[config.mk]
export PLATFORM = sky130hd
export DESIGN_NAME = word_entry_ctrl
export DESIGN_NICKNAME = d
export VERILOG_FILES = /design/src/rtl/word_entry_pkg.sv /design/src/rtl/ascii_letter_decode.sv /design/src/rtl/word_entry_ctrl.sv
export SDC_FILE = /design/constraint.sdc
export NUM_CORES = 1
export LEC_CHECK = 0
export CORE_UTILIZATION = 30
export CTS_CLUSTER_DIAMETER = 50
export DETAILED_ROUTE_END_ITERATION = 12
export PLACE_DENSITY = 0.58
export REMOVE_ABC_BUFFERS = 1
export SETUP_SLACK_MARGIN = 0.1
export SKIP_LAST_GASP = 1
export SLEW_MARGIN = 30
export SYNTH_ARGS = -nofsm -noshare
export SYNTH_HDL_FRONTEND = slang
export SYNTH_SLANG_ARGS = --single-unit
[constraint.sdc]
create_clock -name clk -period 4.75 [get_ports clk]
set_input_delay 1.1875 -clock clk [delete_from_list [all_inputs] [get_ports clk]]
set_output_delay 1.1875 -clock clk [all_outputs]
set_load 0.02 [all_outputs]
[src/rtl/word_entry_pkg.sv]
// Shared constants and state type for the keypad front end and the game FSM.
// Latency: n/a (package only).
// Backpressure: n/a.
package word_entry_pkg;

  // Letters per secret word; the game FSM uses the same value.
  localparam int WORD_LEN = 5;
  localparam int WORD_W   = 8 * WORD_LEN;

  // letter_count width and its "word full" value.
  localparam int         CNT_W    = 3;
  localparam logic [2:0] CNT_FULL = 3'(WORD_LEN);

  localparam logic [7:0] ASCII_A    = 8'h41;
  localparam logic [7:0] ASCII_Z    = 8'h5A;
  localparam logic [7:0] ASCII_CASE = 8'h20;

  typedef enum logic [1:0] {
    ST_HOST  = 2'd0,
    ST_START = 2'd1,
    ST_PLAY  = 2'd2,
    ST_WAIT  = 2'd3
  } entry_state_t;

endpackage

[src/rtl/ascii_letter_decode.sv]
// Maps a keypad byte to an uppercase letter and its alphabet index.
// Latency: combinational.
// Backpressure: none.
// Ports: i_key_code (raw byte) -> o_is_letter, o_upper (0 when not a letter),
//        o_idx (0..25, meaningful only when o_is_letter is set).
module ascii_letter_decode
  import word_entry_pkg::*;
(
  input  logic [7:0] i_key_code,
  output logic       o_is_letter,
  output logic [7:0] o_upper,
  output logic [4:0] o_idx
);

  localparam logic [7:0] LOWER_A = ASCII_A + ASCII_CASE;
  localparam logic [7:0] LOWER_Z = ASCII_Z + ASCII_CASE;

  logic w_is_upper;
  logic w_is_lower;

  always_comb begin
    w_is_upper  = (i_key_code >= ASCII_A) && (i_key_code <= ASCII_Z);
    w_is_lower  = (i_key_code >= LOWER_A) && (i_key_code <= LOWER_Z);
    o_is_letter = w_is_upper || w_is_lower;
    if (w_is_lower) begin
      o_upper = i_key_code - ASCII_CASE;
    end else if (w_is_upper) begin
      o_upper = i_key_code;
    end else begin
      o_upper = 8'h00;
    end
    // 'A'..'Z' are 0x41..0x5A, so the low five bits run 1..26.
    o_idx = o_upper[4:0] - 5'd1;
  end

endmodule

[src/rtl/word_entry_ctrl.sv]
// Keypad front end: collects the host's secret word, then issues one guess per
// game-FSM handshake.
// Latency: HOST keys update setWord/letter_count at the sampling edge;
//          key-to-guess is 2 edges minimum.
// Backpressure: one pending key is held until game_rdy=1 and red_busy=0; a newer
//          key overwrites it; no new guess until game_rdy has been seen low.
// Ports: clk/nRst; keypad strobes key_valid/key_code/key_del/key_enter;
//        game_rdy/red_busy/gameEnd from the game FSM; registered outputs
//        setWord, toggle_state, guess, letter_count, dup_guess, host_mode.
module word_entry_ctrl
  import word_entry_pkg::*;
(
  input  logic              clk,
  input  logic              nRst,
  input  logic              key_valid,
  input  logic [7:0]        key_code,
  input  logic              key_del,
  input  logic              key_enter,
  input  logic              game_rdy,
  input  logic              red_busy,
  input  logic              gameEnd,
  output logic [WORD_W-1:0] setWord,
  output logic              toggle_state,
  output logic [7:0]        guess,
  output logic [CNT_W-1:0]  letter_count,
  output logic              dup_guess,
  output logic              host_mode
);

  logic       w_is_letter;
  logic [7:0] w_upper;
  logic [4:0] w_idx;
  logic       w_letter_key;

  ascii_letter_decode u_dec (
    .i_key_code  (key_code),
    .o_is_letter (w_is_letter),
    .o_upper     (w_upper),
    .o_idx       (w_idx)
  );

  // enter/del outrank a letter arriving in the same cycle; gameEnd is handled first.
  assign w_letter_key = key_valid && w_is_letter && !key_enter && !key_del;

  entry_state_t      r_state;
  logic [WORD_W-1:0] r_set_word;
  logic [CNT_W-1:0]  r_count;
  logic [25:0]       r_mask;
  logic              r_pend_vld;
  logic [7:0]        r_pend_ltr;
  logic [4:0]        r_pend_idx;
  logic [7:0]        r_guess;
  logic              r_toggle;
  logic              r_dup;
  logic              r_host;

  always_ff @(posedge clk or negedge nRst) begin
    if (!nRst) begin
      r_state    <= ST_HOST;
      r_set_word <= '0;
      r_count    <= '0;
      r_mask     <= '0;
      r_pend_vld <= 1'b0;
      r_pend_ltr <= 8'h00;
      r_pend_idx <= 5'd0;
      r_guess    <= 8'h00;
      r_toggle   <= 1'b0;
      r_dup      <= 1'b0;
      r_host     <= 1'b1;
    end else begin
      // Pulse outputs default low every cycle.
      r_toggle <= 1'b0;
      r_dup    <= 1'b0;
      r_guess  <= 8'h00;
      if (gameEnd) begin
        r_state    <= ST_HOST;
        r_set_word <= '0;
        r_count    <= '0;
        r_mask     <= '0;
        r_pend_vld <= 1'b0;
        r_host     <= 1'b1;
      end else begin
        case (r_state)
          ST_HOST: begin
            if (key_enter) begin
              if (r_count == CNT_FULL) begin
                r_state  <= ST_START;
                r_toggle <= 1'b1;
                r_host   <= 1'b0;
              end
            end else if (key_del) begin
              if (r_count != '0) begin
                r_set_word <= {8'h00, r_set_word[WORD_W-1:8]};
                r_count    <= r_count - 3'd1;
              end
            end else if (w_letter_key && (r_count != CNT_FULL)) begin
              r_set_word <= {r_set_word[WORD_W-9:0], w_upper};
              r_count    <= r_count + 3'd1;
            end
          end
          ST_START: begin
            r_mask     <= '0;
            r_pend_vld <= 1'b0;
            r_state    <= ST_PLAY;
          end
          ST_PLAY: begin
            if (r_pend_vld && game_rdy && !red_busy) begin
              r_pend_vld <= 1'b0;
              if (r_mask[r_pend_idx]) begin
                r_dup <= 1'b1;
              end else begin
                r_guess             <= r_pend_ltr;
                r_mask[r_pend_idx]  <= 1'b1;
                r_state             <= ST_WAIT;
              end
            end
            // A key arriving as the old one issues becomes the next pending key.
            if (w_letter_key) begin
              r_pend_vld <= 1'b1;
              r_pend_ltr <= w_upper;
              r_pend_idx <= w_idx;
            end
          end
          ST_WAIT: begin
            // Holds here after game over too, since game_rdy stays high.
            if (!game_rdy) begin
              r_state <= ST_PLAY;
            end
            if (w_letter_key) begin
              r_pend_vld <= 1'b1;
              r_pend_ltr <= w_upper;
              r_pend_idx <= w_idx;
            end
          end
          default: r_state <= ST_HOST;
        endcase
      end
    end
  end

  assign setWord      = r_set_word;
  assign toggle_state = r_toggle;
  assign guess        = r_guess;
  assign letter_count = r_count;
  assign dup_guess    = r_dup;
  assign host_mode    = r_host;

endmodule

==> results of run 1 <==
per-layer routing:
| layer | track usage [%] | vias to the layer above |
|---|---|---|
| met3 | 6.07 | 17 |
| met1 | 19.3 | 1754 |
| met2 | 24.2 | 120 |
| li1 | - | 1701 |
| met4 | 4.11 | 0 |
| met5 | 0 | - |
layout make-up:
type / instances / share of cell area (%)
timing repair buffer: 76 / 13.0
inverter: 9 / 0.583
multi-input combinational: 317 / 35.2
sequential: 96 / 41.5
clock inverter: 3 / 1.55
clock buffer: 12 / 4.25
tap: 184 / 3.97
Yosys cell counts (4+ instances only):
cell,number,share of area [%]
buf_2,11,1.2
o21ai_0,45,4.9
inv_1,9,0.73
ha_1,7,1.9
mux2i_1,30,6.5
nand2b_1,4,0.54
nor3_1,7,0.76
dfrtp_1,95,52
nor2b_1,8,1.1
a22oi_1,5,0.81
and3_1,11,1.5
o31ai_1,26,4.2
a21oi_1,10,1.1
clkbuf_1,12,0.98
nor2_1,17,1.4
nand2_1,89,7.2
mux2_2,7,1.7
worst paths after layout:
path                                    start             to  slack, ns  depth (start not counted)
worst max register to register  r_pend_idx[0]     r_mask[22]       1.78                          6
worst min register to register      r_mask[1]      r_mask[1]       0.48                          2
max in group asynchronous                nRst     r_mask[11]       3.17                          2
worst max-delay path              key_code[6]  r_pend_ltr[1]       1.32                          6
min in group asynchronous                nRst      r_mask[1]       0.87                          1
worst min-delay path                r_mask[1]      r_mask[1]       0.48                          2
worst min-delay path: stages (launching register included):
cell,delay (ns)
dfrtp_1,0.34
nand2_1,0.04
o21ai_0,0.06
state kept, by name (all words and copies together) (netlist names):
name	flops
setWord	40
r_mask	26
guess	8
r_pend_ltr	8
r_pend_idx	5
letter_count	3
r_state	2
dup_guess	1
host_mode	1
r_pend_vld	1
toggle_state	1
power breakdown:
part | total, mW | leakage [nW] | switching (mW) | internal, mW
Sequential | 0.930 | 1.32 | 0.0710 | 0.859
Clock | 0.835 | 0.163 | 0.308 | 0.527
Combinational | 0.337 | 1.01 | 0.200 | 0.137
Total | 2.10 | 2.49 | 0.579 | 1.52
cell families after synthesis:
| logic type | Yosys count | share of synthesized area, % |
|---|---|---|
| adder cells (fa/ha/maj) | 8 | 2.33 |
| AO/OA/AOI/OAI | 106 | 14.6 |
| multiplexers | 41 | 9.92 |
| XOR/XNOR | 3 | 0.569 |
| flip-flops | 96 | 52.1 |
| AND/OR/NAND/NOR | 159 | 16.8 |
| buffers and inverters | 38 | 3.71 |
metrics by stage:
stage / area (sq um) / setup slack, ns / total power [mW] / utilization, %
4_1_cts: 5800 / 1.30 / 2.12 / 39.3
5_1_grt: 5800 / 1.09 / 2.20 / 39.3
2_1_floorplan: 4480 / 1.49 / 1.13 / -
6_report: 5800 / 1.32 / 2.10 / 39.3
3_5_place_dp: 5460 / 0.920 / 1.28 / 37.0
3_3_place_gp: 5460 / 1.03 / 1.27 / 37.0
==> qor.txt, run 1 <==
min Tclk post-route = 3.43 ns
top_reg_cell synth = dfrtp_1
setup TNS = 0 ns
Post-CTS Hold Fix Bufs = 0
vias in the first global route = 3729
total number of vias = 3592
most frequent cells in the layout = 95 x dfrtp_1, 89 x nand2_1, 67 x clkdlybuf4s50_1, 45 x o21ai_0, 30 x mux2i_1
fin nets = 533
Root Buffer Master = clkbuf_16
Slowest-stage cell, CP = nor3b_4
max_cap viols = 0
TritonCTS buffer count = 9
Setup Buffers After CTS = 0
FP Rows = 44
first-pass GRT wire length = 19200 um
Tot GR Track Use = 15.2%
Pleak = 2.49 nW
clk sinks = 96
top sig layer = met4
H-Tree Depth = 3
routability cong. = 0.835
Setup Viol. Count Final = 0
Peak VDD IR = 0.164 mV
number of antenna violations at the first check in global routing = 0
M1 WL = 4910 um
multi-input logic area = 0.00204 sq mm
#FFs+latches synth = 96
RSZ-0062 raised after global routing = no
antenna-violating nets left = 0
worst hold slack = 0.477 ns
antenna fix cells = 0
CP top delay family = simple AND/OR/NAND/NOR gates
CP peak stage delay = 0.60 ns
total grt overflow = 0
Buffers on Ports = 69
Post-Syn Instances = 451
core area = 0.0148 sq mm
most common cell after layout, fill and taps aside = dfrtp_1
Power Density = 363 mW/mm^2
Async SR Flop Fraction = 100%
clock skew = 0.00695 ns
Crit path arrival time = 3.65 ns
Buffers & Inverters on Critical Path = 2
Required @ worst endpoint = 4.98 ns
post-CTS resize count = 0
drt pass-1 iters = 5
Routed WL = 11400 um
Worst-path clk slew = 0.06 ns
met2 wire length = 5460 um
Post-DP HPWL = 7690 um
Syn Area/Cell = 10.2 sq um
Hold WC Path Type = reg -> reg
Setup CP Type = in -> reg
yosys warns = 0
die area = 0.0159 sq mm
Residual DRC = 0
Area Growth Syn to Fin = 25.6%
share of layout cells above drive strength 1 = 7.80%
Max Root-Sink Buffers = 2
Fill cells = 1461
CP Launch Type = input pin
Final Hold Fails = 0
EDFF count, synth = 0
post-synthesis sequential area ratio = 52.1%
Via density = 5.15
CTS tree = done
Die Y = 126 um
Relative slew margins = 42.9%
Initial Utilization = 31.3%
Unique masters post-synth = 55
fmax = 292 MHz
WL/cell = 16.4 um
crit path cell chain = clkdlybuf4s50_1 > inv_1 > nor4b_1 > and3_1 > nor3b_4 > mux2_2
met3 WL = 914 um
Final Max Slew Viols = 0
Post-Syn Area = 0.00462 sq mm
FF+latch area = 0.00240 sq mm
Final Cycle Share = 72.2%
Die W = 126 um
Worst Max-Slew Pin Slew = 0.854 ns
placed cell count = 682
CP max FO = 14
clk_lat worst skew = 0.34 ns
initial DRC count = 258
largest net degree at the start of global routing = 80
post-route insts no fill = 697
outcome = finished, final reports clean
io pins = 70
Worst Setup End Kind = register
(Power assumes the default switching activity.)
==> run 2: changes to the inputs <==
Clock period 4.75 ns to 3.35 ns, I/O delays scaled along.
==> qor.txt, run 2 (synthesized netlist as in run 1, its figures left out) <==
die area = 0.0159 sq mm (unchanged)
Area after DPL = 0.00557 sq mm (+2.0%)
CP max FO = 9 (-5)
CP top delay family = simple AND/OR/NAND/NOR gates
crit path cell chain = clkdlybuf4s50_1 > inv_1 > nor4b_1 > and3_1 > nor3b_4 > buf_4 > nor2_1 > a21oi_1
WL/cell = 16.1 um (-1.7%)
Worst-path clk slew = 0.06 ns (about the same)
Reg-to-Reg End = r_mask[25]
Slowest-stage cell, CP = clkdlybuf4s50_1
antenna-violating nets left = 0 (unchanged)
Post-DP HPWL = 8060 um (+4.7%)
Residual DRC = 0 (unchanged)
clk_lat worst skew = 0.35 ns (about the same)
most frequent cells in the layout = 95 x dfrtp_1, 89 x nand2_1, 67 x clkdlybuf4s50_1, 45 x o21ai_0, 30 x mux2i_1
number of antenna violations at the first check in global routing = 1 (+1)
Final Max Slew Viols = 0 (unchanged)
CP peak stage delay = 0.57 ns (-0.03 ns)
Worst Setup End Kind = register
clk sinks = 96 (unchanged)
fmax = 352 MHz
routability cong. = 0.788 (-5.7%)
total grt overflow = 0 (unchanged)
Die Y = 126 um (unchanged)
first-pass GRT wire length = 19700 um (+2.7%)
Max Root-Sink Buffers = 2 (unchanged)
setup TNS = 0 ns (unchanged)
Required @ worst endpoint = 3.61 ns (-1.37 ns)
vias in the first global route = 3741 (+0.32%)
Root Buffer Master = clkbuf_16
Worst Max-Slew Pin Slew = 0.837 ns (-0.0171 ns)
CTS tree = done
CP Depth = 8 (+2)
Largest register FFs = 40 (unchanged)
max_cap viols = 0 (unchanged)
post-CTS resize count = 0 (unchanged)
RSZ-0062 raised after global routing = no
outcome = finished, final reports clean
clock skew = 0.00697 ns (+0.0000235 ns)
Core Util, Final = 39.9% (+0.65 points)
drt pass-1 iters = 4 (-1)
Power Density = 497 mW/mm^2 (+37%)
most common cell after layout, fill and taps aside = dfrtp_1
share of layout cells above drive strength 1 = 10.5% (+2.7 points)
Setup Viol. Count Final = 0 (unchanged)
Crit path arrival time = 3.10 ns (-0.55 ns)
Final Cycle Share = 84.7%
Setup Buffers After CTS = 0 (unchanged)
min Tclk post-route = 2.84 ns
antenna fix cells = 0 (unchanged)
Hold Crit Start = r_mask[22]
largest net degree at the start of global routing = 53 (-34%)
Tot GR Track Use = 15.7% (+0.44 points)
initial DRC count = 195 (-24%)
TritonCTS buffer count = 9 (unchanged)
setup slack, reg-to-reg = 0.60 ns (-1.18 ns)
H-Tree Depth = 3 (unchanged)
worst r2r src = r_pend_idx[0]
Routed WL = 11400 um (+0.18%)
Die W = 126 um (unchanged)
Design Area, Final = 0.00589 sq mm (+1.7%)
FP Rows = 44 (unchanged)
FF-to-FF path depth = 6 (unchanged)
Setup CP Type = in -> reg
io pins = 70 (unchanged)
Buffers on Ports = 69 (unchanged)
Hold WC Path Type = reg -> reg
Area Growth Syn to Fin = 27.7%
Worst Hold Depth = 2 (unchanged)
Final Hold Fails = 0 (unchanged)
core area = 0.0148 sq mm (unchanged)
CP Launch Type = input pin
fin nets = 545 (+2.3%)
total number of vias = 3605 (+0.36%)
Buffers & Inverters on Critical Path = 3 (+1)
Initial Utilization = 31.3% (unchanged)
sink of the worst hold path = r_mask[22]
Peak VDD IR = 0.271 mV (+65%)
Post-CTS Hold Fix Bufs = 0 (unchanged)
Via density = 5.08 (-1.5%)
Relative slew margins = 43.8% (+0.92 points)
Pleak = 2.54 nW (+2.1%)
run 2: area by class of cell:
cell class / instances / area (sq um)
clock inverter: 7 / 96.3
sequential: 96 / 2400
clock buffer: 9 / 225
timing repair buffer: 88 / 863
multi-input combinational: 317 / 2040
fill: 1435 / 8860
tap: 184 / 230
inverter: 9 / 33.8
run 2: per-layer routing:
layer  routed length, um  global-route usage (%)
met5                   8                       0
met4                 127                    3.76
met3                 775                    6.03
met2                5440                    25.1
met1                5090                    19.9
run 2: worst max path at each step:
stage          slack, ns           from             to
2_1_floorplan       0.44    key_code[5]     setWord[6]
3_3_place_gp        0.29    key_code[6]  r_pend_ltr[3]
3_5_place_dp        0.20    key_code[6]  r_pend_ltr[1]
4_1_cts             0.53  r_pend_idx[0]     r_mask[25]
5_1_grt             0.33    key_code[6]  r_pend_idx[2]
6_report            0.51    key_code[6]  r_pend_idx[2]
run 2: tightest hold or removal path, cell delays in order, from the launching register on:
cell and delay [ns]:
dfrtp_1 0.34, nand2_1 0.04, o21ai_0 0.06
run 2: metrics by stage:
step           setup WS, ns  cells  total power [mW]  hold slack [ns]
4_1_cts               0.527    710              2.96            0.480
3_3_place_gp          0.293    694              1.83            0.457
3_5_place_dp          0.198    694              1.85            0.466
2_1_floorplan         0.439    422              1.60            0.442
5_1_grt               0.332    710              3.08            0.514
6_report              0.512    710              2.93            0.478
run 2: where the power goes:
group          total (mW)  internal [mW]  leakage [nW]  switching, mW
Clock                1.10          0.654         0.148          0.451
Combinational       0.510          0.215          1.08          0.295
Sequential           1.31           1.22          1.32         0.0945
Total                2.93           2.09          2.54          0.840
==> run 3: changes to the inputs <==
Clock period 3.35 ns to 2.8 ns, I/O delays scaled along.
==> qor.txt, run 3 (synthesized netlist as in run 1, its figures left out) <==
crit path from = key_code[6]
H-Tree Depth = 3 (unchanged)
Routed WL = 11600 um (+0.98%)
fmax = 408 MHz
Peak VDD IR = 0.260 mV (-4.1%)
Required @ worst endpoint = 3.01 ns (-0.60 ns)
Buffers on Ports = 69 (unchanged)
FP Rows = 44 (unchanged)
fin nets = 563 (+3.3%)
Final Max Slew Viols = 0 (unchanged)
share of layout cells above drive strength 1 = 13.2% (+2.8 points)
Final Hold Fails = 0 (unchanged)
number of antenna violations at the first check in global routing = 0 (-1)
WL/cell = 15.9 um (-1.5%)
total grt overflow = 0 (unchanged)
Buffers & Inverters on Critical Path = 2 (-1)
Crit path arrival time = 2.66 ns (-0.44 ns)
routability cong. = 0.863 (+9.6%)
Max Root-Sink Buffers = 2 (unchanged)
initial DRC count = 156 (-20%)
vias in the first global route = 3737 (-0.11%)
Die W = 126 um (unchanged)
crit path cell chain = clkdlybuf4s50_1 > ha_1 > nand2b_1 > a211o_1 > a41oi_1 > o21ba_2 > buf_4 > o21ai_0
worst r2r src = r_pend_idx[0]
setup TNS = 0 ns (unchanged)
Largest register FFs = 40 (unchanged)
CP peak stage delay = 0.46 ns (-0.11 ns)
Setup Viol. Count Final = 0 (unchanged)
CP max FO = 20 (+11)
Worst Max-Slew Pin Slew = 0.576 ns (-0.261 ns)
Core Util, Final = 40.7% (+0.71 points)
Worst-path clk slew = 0.06 ns (about the same)
Setup Buffers After CTS = 0 (unchanged)
FF+latch area = 0.00240 sq mm (about the same)
drt pass-1 iters = 4 (unchanged)
CP Launch Type = input pin
Fill cells = 1449 (+0.98%)
clock skew = 0.00810 ns (+0.00113 ns)
RSZ-0062 raised after global routing = no
most frequent cells in the layout = 94 x dfrtp_1, 89 x nand2_1, 67 x clkdlybuf4s50_1, 45 x o21ai_0, 35 x buf_4
Tot GR Track Use = 15.2% (-0.44 points)
max_cap viols = 0 (unchanged)
Setup CP Type = in -> reg
Initial Utilization = 31.3% (unchanged)
Hold WC Path Type = in -> async
antenna-violating nets left = 0 (unchanged)
Relative slew margins = 61.5% (+18 points)
largest net degree at the start of global routing = 62 (+17%)
setup slack, reg-to-reg = 0.41 ns (-0.19 ns)
clk_lat worst skew = 0.34 ns (about the same)
Area Growth Syn to Fin = 30.0%
min Tclk post-route = 2.45 ns
io pins = 70 (unchanged)
Post-DP HPWL = 8340 um (+3.5%)
Residual DRC = 0 (unchanged)
Worst Setup End Kind = register
Root Buffer Master = clkbuf_16
CTS tree = done
die area = 0.0159 sq mm (unchanged)
antenna fix cells = 0 (unchanged)
Final Cycle Share = 87.5%
Slowest-stage cell, CP = clkdlybuf4s50_1
Via density = 5.07 (-0.23%)
TritonCTS buffer count = 9 (unchanged)
core area = 0.0148 sq mm (unchanged)
CP top delay family = compound AO/OA/AOI/OAI gates
Power Density = 572 mW/mm^2 (+15%)
outcome = finished, final reports clean
clk sinks = 96 (unchanged)
first-pass GRT wire length = 19000 um (-3.3%)
total number of vias = 3688 (+2.3%)
multi-input logic area = 0.00204 sq mm (unchanged)
Pleak = 2.61 nW (+2.6%)
most common cell after layout, fill and taps aside = dfrtp_1
Die Y = 126 um (unchanged)
run 3: cell types whose count changed in the layout (fill, tap and decap cells not counted), sizes merged:
| cell | previous run | this run |
|---|---|---|
| bufinv | 2 | 1 |
| buf | 21 | 39 |
| clkinv | 2 | 1 |
| clkbuf | 9 | 11 |
run 3: stage by stage:
stage / power [mW] / setup slack [ns] / area [sq um] / cells / hold slack (ns)
2_1_floorplan: 1.91 / 0.0264 / 4480 / 422 / 0.404
3_3_place_gp: 2.24 / 0.0140 / 5710 / 712 / 0.457
3_5_place_dp: 2.25 / -0.00643 / 5710 / 712 / 0.464
4_1_cts: 3.48 / 0.199 / 6000 / 728 / 0.313
5_1_grt: 3.60 / 0.186 / 6000 / 728 / 0.336
6_report: 3.43 / 0.350 / 6000 / 728 / 0.312
run 3: repair_timing:
action / CTS / global route
resized for setup: 0 / 1
hold buffers: 0 / 0
setup endpoints to repair: 0 / 1
run 3: final timing paths:
kind / end / cells past startpoint
worst max register to register: r_mask[5] / 7
worst min-delay path: toggle_state / 1
max in group asynchronous: r_pend_idx[0] / 2
worst min register to register: r_mask[6] / 2
worst max-delay path: setWord[4] / 8
min in group clk: r_mask[6] / 2
run 3: metal layers:
metal  track usage [%]  vias up  wire (um)
met5                 0        -          0
met4              4.11        0        126
met3              4.72       14        623
met2              24.9       86       5530
met1              19.6     1822       5270
li1                  -     1766          -
run 3: final cells by class:
class | instances | share of cell area [%]
Clock buffer | 11 | 3.88
Clock inverter | 5 | 0.960
Inverter | 9 | 0.563
Multi-Input combinational cell | 317 | 34.0
Sequential cell | 96 | 40.1
Tap cell | 184 | 3.84
Timing Repair Buffer | 106 | 16.6
run 3: worst reg2reg max path, delay by kind of cell (launching register included):
family,cells,cell delay (ns)
AO/OA/AOI/OAI,2,0.30
multiplexers,2,0.74
AND/OR/NAND/NOR,2,0.52
flip-flops,1,0.53
buffers and inverters,1,0.20
run 3: where the power goes:
group | internal [mW] | switching (mW) | total (mW)
sequential | 1.46 | 0.101 | 1.56
combinational | 0.294 | 0.373 | 0.667
clock | 0.691 | 0.513 | 1.20
total | 2.44 | 0.986 | 3.43
